===== src/rtl/pipeline_ctrl_pkg.sv =====
// Shared definitions for the pipeline stall/flush sequencer.
//   state_t        : 2-bit sequencer state encoding
//   DEF_REG_ADDR_W : default register-index width
//   ZERO_REG       : index of the hard-wired zero register (never a real hazard)
//   CNT_BITS       : width of the internal multiply/drain down-counter
//   DRAIN_CNT      : counter preset on entry to DRAIN (gives four DRAIN cycles)
package pipeline_ctrl_pkg;

  localparam int DEF_REG_ADDR_W = 5;
  localparam int ZERO_REG       = 0;
  localparam int CNT_BITS       = 4;

  localparam logic [CNT_BITS-1:0] DRAIN_CNT = 4'd3;

  typedef enum logic [1:0] {
    ST_RUN      = 2'd0,
    ST_MUL_WAIT = 2'd1,
    ST_DRAIN    = 2'd2,
    ST_HALTED   = 2'd3
  } state_t;

endpackage


===== src/rtl/pipeline_ctrl_hazard_detect.sv =====
// Combinational load-use hazard detector.
// Ports:
//   ex_mem_read       in  instruction in EX is a load
//   ex_rd             in  destination register of the instruction in EX
//   id_rs, id_rt      in  source registers of the instruction in ID
//   id_use_rs/rt      in  ID instruction actually reads rs/rt
//   luse              out ID must wait one cycle for the load result
module hazard_detect
  import pipeline_ctrl_pkg::*;
#(
  parameter int REG_ADDR_W = DEF_REG_ADDR_W
) (
  input  logic                  ex_mem_read,
  input  logic [REG_ADDR_W-1:0] ex_rd,
  input  logic [REG_ADDR_W-1:0] id_rs,
  input  logic [REG_ADDR_W-1:0] id_rt,
  input  logic                  id_use_rs,
  input  logic                  id_use_rt,
  output logic                  luse
);

  logic rs_hit;
  logic rt_hit;

  assign rs_hit = id_use_rs && (id_rs == ex_rd);
  assign rt_hit = id_use_rt && (id_rt == ex_rd);

  // A load into the zero register never produces a value anyone waits for.
  assign luse = ex_mem_read && (ex_rd != REG_ADDR_W'(ZERO_REG)) && (rs_hit || rt_hit);

endmodule


===== src/rtl/pipeline_ctrl.sv =====
// Stall/flush sequencer for the PC, IF/ID, ID/EX, EX/MEM and MEM/WB registers.
// Ports:
//   clk, rst                     clock, synchronous active-high reset
//   id_rs, id_rt, id_use_rs/rt   ID-stage source operands
//   ex_mem_read, ex_rd           EX-stage load and its destination
//   ex_is_mul                    EX holds a multi-cycle multiply (level)
//   ex_br_taken                  EX branch/jump resolved taken
//   dmem_busy                    data memory not ready: freeze everything
//   halt_req                     stop fetching and drain (level)
//   *_we                         stage register load enables
//   *_flush                      load a bubble instead of data (only with matching we=1)
//   halted                       pipeline drained and stopped
//   stall_cycles                 saturating count of cycles with pc_we=0 (RUN/MUL_WAIT)
//   state                        current sequencer state, for observation
// All enables/flushes are combinational from state and inputs; state and
// counters update on the rising edge.
module pipeline_ctrl
  import pipeline_ctrl_pkg::*;
#(
  parameter int REG_ADDR_W = DEF_REG_ADDR_W,
  parameter int MUL_LAT    = 4,
  parameter int CNT_W      = 32
) (
  input  logic                  clk,
  input  logic                  rst,
  input  logic [REG_ADDR_W-1:0] id_rs,
  input  logic [REG_ADDR_W-1:0] id_rt,
  input  logic                  id_use_rs,
  input  logic                  id_use_rt,
  input  logic                  ex_mem_read,
  input  logic [REG_ADDR_W-1:0] ex_rd,
  input  logic                  ex_is_mul,
  input  logic                  ex_br_taken,
  input  logic                  dmem_busy,
  input  logic                  halt_req,
  output logic                  pc_we,
  output logic                  ifid_we,
  output logic                  idex_we,
  output logic                  exmem_we,
  output logic                  memwb_we,
  output logic                  ifid_flush,
  output logic                  idex_flush,
  output logic                  exmem_flush,
  output logic                  halted,
  output logic [CNT_W-1:0]      stall_cycles,
  output logic [1:0]            state
);

  state_t              cur_state;
  state_t              nxt_state;
  logic [CNT_BITS-1:0] cnt;
  logic [CNT_BITS-1:0] nxt_cnt;
  logic                luse;
  logic                count_en;

  hazard_detect #(.REG_ADDR_W(REG_ADDR_W)) u_hazard (
    .ex_mem_read (ex_mem_read),
    .ex_rd       (ex_rd),
    .id_rs       (id_rs),
    .id_rt       (id_rt),
    .id_use_rs   (id_use_rs),
    .id_use_rt   (id_use_rt),
    .luse        (luse)
  );

  assign state = cur_state;

  // State register
  always_ff @(posedge clk) begin
    if (rst) begin
      cur_state <= ST_RUN;
      cnt       <= '0;
    end else begin
      cur_state <= nxt_state;
      cnt       <= nxt_cnt;
    end
  end

  // Next-state logic. dmem_busy freezes state and counter; HALTED only leaves on reset.
  always_comb begin
    nxt_state = cur_state;
    nxt_cnt   = cnt;
    if (!dmem_busy) begin
      case (cur_state)
        ST_RUN: begin
          if (ex_is_mul) begin
            nxt_state = ST_MUL_WAIT;
            nxt_cnt   = CNT_BITS'(MUL_LAT - 2);
          end else if (!ex_br_taken && halt_req) begin
            // A taken branch on the halt cycle wins; halt is taken next cycle.
            nxt_state = ST_DRAIN;
            nxt_cnt   = DRAIN_CNT;
          end
        end
        ST_MUL_WAIT: begin
          if (cnt != '0) nxt_cnt = cnt - CNT_BITS'(1);
          else           nxt_state = ST_RUN;
        end
        ST_DRAIN: begin
          if (cnt != '0) nxt_cnt = cnt - CNT_BITS'(1);
          else           nxt_state = ST_HALTED;
        end
        default: ;
      endcase
    end
  end

  // Output logic, priority: halted > freeze > multiply > branch > halt/drain > load-use > run.
  always_comb begin
    pc_we       = 1'b0;
    ifid_we     = 1'b0;
    idex_we     = 1'b0;
    exmem_we    = 1'b0;
    memwb_we    = 1'b0;
    ifid_flush  = 1'b0;
    idex_flush  = 1'b0;
    exmem_flush = 1'b0;
    halted      = 1'b0;
    if (!rst) begin
      if (cur_state == ST_HALTED) begin
        halted = 1'b1;
      end else if (dmem_busy) begin
        // freeze: everything stays 0
      end else if ((cur_state == ST_RUN && ex_is_mul) ||
                   (cur_state == ST_MUL_WAIT && cnt != '0)) begin
        // Multiply holds EX; a bubble flows on into MEM.
        exmem_we    = 1'b1;
        exmem_flush = 1'b1;
        memwb_we    = 1'b1;
      end else if (cur_state == ST_MUL_WAIT) begin
        {pc_we, ifid_we, idex_we, exmem_we, memwb_we} = 5'b11111;
      end else if (cur_state == ST_RUN && ex_br_taken) begin
        {pc_we, ifid_we, idex_we, exmem_we, memwb_we} = 5'b11111;
        ifid_flush = 1'b1;
        idex_flush = 1'b1;
      end else if (cur_state == ST_DRAIN || halt_req) begin
        // Stop fetching; feed bubbles into ID while older instructions retire.
        {ifid_we, idex_we, exmem_we, memwb_we} = 4'b1111;
        ifid_flush = 1'b1;
      end else if (luse) begin
        idex_we    = 1'b1;
        idex_flush = 1'b1;
        exmem_we   = 1'b1;
        memwb_we   = 1'b1;
      end else begin
        {pc_we, ifid_we, idex_we, exmem_we, memwb_we} = 5'b11111;
      end
    end
  end

  assign count_en = (cur_state != ST_HALTED) && (cur_state != ST_DRAIN) && !pc_we;

  always_ff @(posedge clk) begin
    if (rst) begin
      stall_cycles <= '0;
    end else if (count_en && (stall_cycles != {CNT_W{1'b1}})) begin
      stall_cycles <= stall_cycles + CNT_W'(1);
    end
  end

endmodule


===== config.mk =====
export PLATFORM = sky130hd
export DESIGN_NAME = pipeline_ctrl
export DESIGN_NICKNAME = d
export VERILOG_FILES = /design/src/rtl/pipeline_ctrl_pkg.sv /design/src/rtl/pipeline_ctrl_hazard_detect.sv /design/src/rtl/pipeline_ctrl.sv
export SDC_FILE = /design/constraint.sdc
export NUM_CORES = 1
export LEC_CHECK = 0
export CAP_MARGIN = 5
export CORE_MARGIN = 2
export CORE_UTILIZATION = 30
export DETAILED_ROUTE_END_ITERATION = 16
export SLEW_MARGIN = 10
export SYNTH_ARGS = -nofsm -noshare
export SYNTH_HDL_FRONTEND = slang
export SYNTH_HIERARCHICAL = 1
export SYNTH_SLANG_ARGS = --single-unit
export TNS_END_PERCENT = 5

===== constraint.sdc =====
create_clock -name clk -period 3.8 [get_ports clk]
set_input_delay 0.95 -clock clk [delete_from_list [all_inputs] [get_ports clk]]
set_output_delay 0.95 -clock clk [all_outputs]
set_load 0.01 [all_outputs]

==> impl_metrics.yaml, run 1 <==
sta:
  setup_violations: 0
  tightest_slew_ns: 0.928
  fin_crit_sh_pct: 95.4
  fin_crit_ns: 3.63
  max_freq_ghz: 0.276
  finalHoldViolations: 0
  whs_ns: 0.499
  final_max_slew_viol_count: 0
  setup_tns_ns: 0
  final.setup.worst_slack_ns: 0.174
  slew_headroom_pct: 37.7
  fin_skew_ns: 0.00441
  rsz0062_at_grt: "no"
worst_setup_path:
  cp_max_fo: 2
  crit_type: "in -> out"
  path_buf_inv: 4
  cp_common_cell: "buf_4"
  reg2reg_slack_ns: 0.92
  arrival_ns: 2.68
  cp-start-kind: "input pin"
  path_cells: "clkdlybuf4s50_1 > buf_4 > xor2_1 > nor4_1 > nand3_1 > a21oi_2 > buf_4 > a21oi_1 > nor3_1 > buf_2"
  cp-end-kind: "output port"
  critPathTopFamily: "buffers and inverters"
  required_ns: 2.85
  slowest_delay_ns: 0.42
  cp_slowest_cell: "clkdlybuf4s50_1"
logic_synthesis:
  syn_area_sq_mm: 0.00245
  yosysWarnings: 6
  yosysMostFrequentCell: "dfxtp_1"
  yosysTopAreaCell: "dfxtp_1"
  ys_seq_elements: 38
  ys_seq_area_share_pct: 31.1
  synth.avg_cell_area_sq_um: 8.30
  synth_ff_type: "dfxtp_1"
  synthArstFlopShare_pct: 0
  netlist_instances: 295
  synth_edf_count: 0
  synthTopCellsByCount: "38 x dfxtp_1, 31 x a21oi_1, 20 x or4_1"
  synth_top_area_share_pct: 31.1
  syn-num-nets: 325
  synth_cell_types: 50
  synth_area_leaders: "dfxtp_1 31%, a21oi_1 6.3%, or4_1 6.1%, o31ai_1 5.8%, nand4_1 3.3%"
detailed_routing:
  initialDrtViolationCount: 123
  wl_microns: 6660
  ant_nets: 0
  vias_per_cell: 5.46
  firstDrtPassIters: 5
  drc: 0
  wire_per_inst_microns: 14.2
  num_vias: 2563
clocking:
  path_clk_slew_ns: 0.07
  clock_sinks: 38
  clock_latency_ns: 0.28
  htreeDepth: 2
  cts_tree: "done"
  holdBufCountCts: 0
  cts_buffer_depth: 2
  clockRootBuffer: "clkbuf_8"
  numCtsBuffers: 5
global_route:
  grt_usage_pct: 15.4
  antenna_found_initial: 0
  grt_pass1_wl_microns: 11300
  grt_pass1_vias: 2378
  grt.overflow.total: 0
  grt_max_degree: 42
die:
  fp.dieH_microns: 94.4
  core-area_sq_mm: 0.00781
  io_pins: 67
  start_util_pct: 31.4
  die_w_microns: 94.4
  rows: 32
  fp.dieArea_sq_mm: 0.00890
finish:
  n_fill_cell: 803
  antennaDiodeCount: 0
  area_growth_pct: 35.8
  fin_nets: 397
  drive_gt1_share_pct: 10.4
status:
  status: "finished clean"
run:
  maxCapViolations: 0
pwr:
  seqPwrFrac_pct: 45.8
  clockPowerShare_pct: 27.0
  peakVddDrop_mv: 0.115
  p_sw_share_pct: 30.3
  p_leak_nw: 1.10
  power.density_mw_per_mm2: 284
  p_switching_mw: 0.286
  intPower_mw: 0.659
  combPwrFrac_pct: 27.2
placement:
  dp_slack_ns: -0.368
  dpl.hpwl_microns: 4900
  gp_congestion: 0.799
  io_buffers: 66
hold_path:
  min_path_type: "reg -> reg"
-- what timing repair did --
| item | CTS | global route |
|---|---|---|
| pin swaps | 3 | 6 |
| buffers inserted | 0 | 2 |
| endpoints found under the setup margin | 5 | 3 |
| resized for setup | 9 | 10 |
-- cells by family (layout without fill, tap and decap cells) --
group | Yosys count | in the layout | synth area share [%]
and+or+nand+nor | 123 | 123 | 31.0
AOI/OAI and AO/OA | 88 | 88 | 23.6
DFF | 38 | 38 | 31.1
buffers and inverters | 27 | 99 | 6.23
xor gates and xnor gates | 10 | 10 | 3.58
adders and majority gates | 6 | 6 | 3.06
muxes | 3 | 3 | 1.43
-- final timing paths --
path,startpoint,endpoint,depth (start not counted)
setup / recovery,ex_rd[2],idex_flush,10
hold / removal,stall_cycles[29],stall_cycles[29],2
setup reg to reg,cnt[0],stall_cycles[5],8
hold reg to reg,stall_cycles[29],stall_cycles[29],2
-- registers in the layout, indices dropped and copies added, names as in the netlist --
register / flops
state: 2
cnt: 4
stall_cycles: 32
-- area by class of cell --
type                            count  area, sq um  area share, %
Sequential cell                    38          761           22.9
Timing Repair Buffer               81          769           23.1
Tap cell                          102          128           3.84
Clock buffer                        7         76.3           2.29
Inverter                           11         41.3           1.24
Multi-Input combinational cell    230         1550           46.6
-- cell usage in the layout (no fill, tap or decap), drive strengths merged, types with 4 or more instances in the layout --
cell type / instances
inv: 11
ha: 6
or3: 12
nand3: 12
buf: 17
nor4: 6
nand2: 14
or4: 20
o21ai: 17
nor3: 10
a21oi: 32
o31ai: 19
xor2: 8
dlymetal6s2s: 4
dfxtp: 38
and4: 5
nor2b: 4
nor2: 17
clkbuf: 7
clkdlybuf4s50: 57
nand4: 14
-- stage by stage --
stage,cell area (sq um),total power [mW],util [%],instances
global route,3330,1.00,42.6,469
detailed placement,3230,0.699,41.4,461
global placement,3230,0.693,41.4,461
CTS,3310,0.958,42.4,468
floorplan,2450,0.605,-,295
finish,3330,0.945,42.6,469
-- worst register-to-register path: stages (launching register included) --
cell and delay (ns):
dfxtp_1 0.34, inv_1 0.07, ha_1 0.18, or3b_4 0.40
a221o_1 0.43, buf_4 0.20, o21ai_4 0.66, nor4_2 0.17
mux2_4 0.33
-- layer usage --
metal / wire length [microns] / vias up / GRT usage, %
met5: 0 / - / 0
met4: 36 / 0 / 2.90
met3: 261 / 2 / 2.63
met2: 3230 / 51 / 26.1
met1: 3130 / 1211 / 20.8
li1: - / 1299 / -
-- power groups by stage --
stage	logic, mW	clock network [mW]	registers (mW)
after CTS	0.258	0.267	0.433
final	0.257	0.255	0.433
after global placement	0.252	0	0.441
after detailed placement	0.257	0	0.442
after floorplan	0.163	0	0.441
after global routing	0.281	0.285	0.437
Note: power is estimated with default switching activity, not from simulation.
==> run 2, diff against run 1 <==
Settings changed: GPL_ROUTABILITY_DRIVEN set to 0.
==> results of run 2 <==
Same layout as run 1: the final DEF is identical, and so are final timing and power.
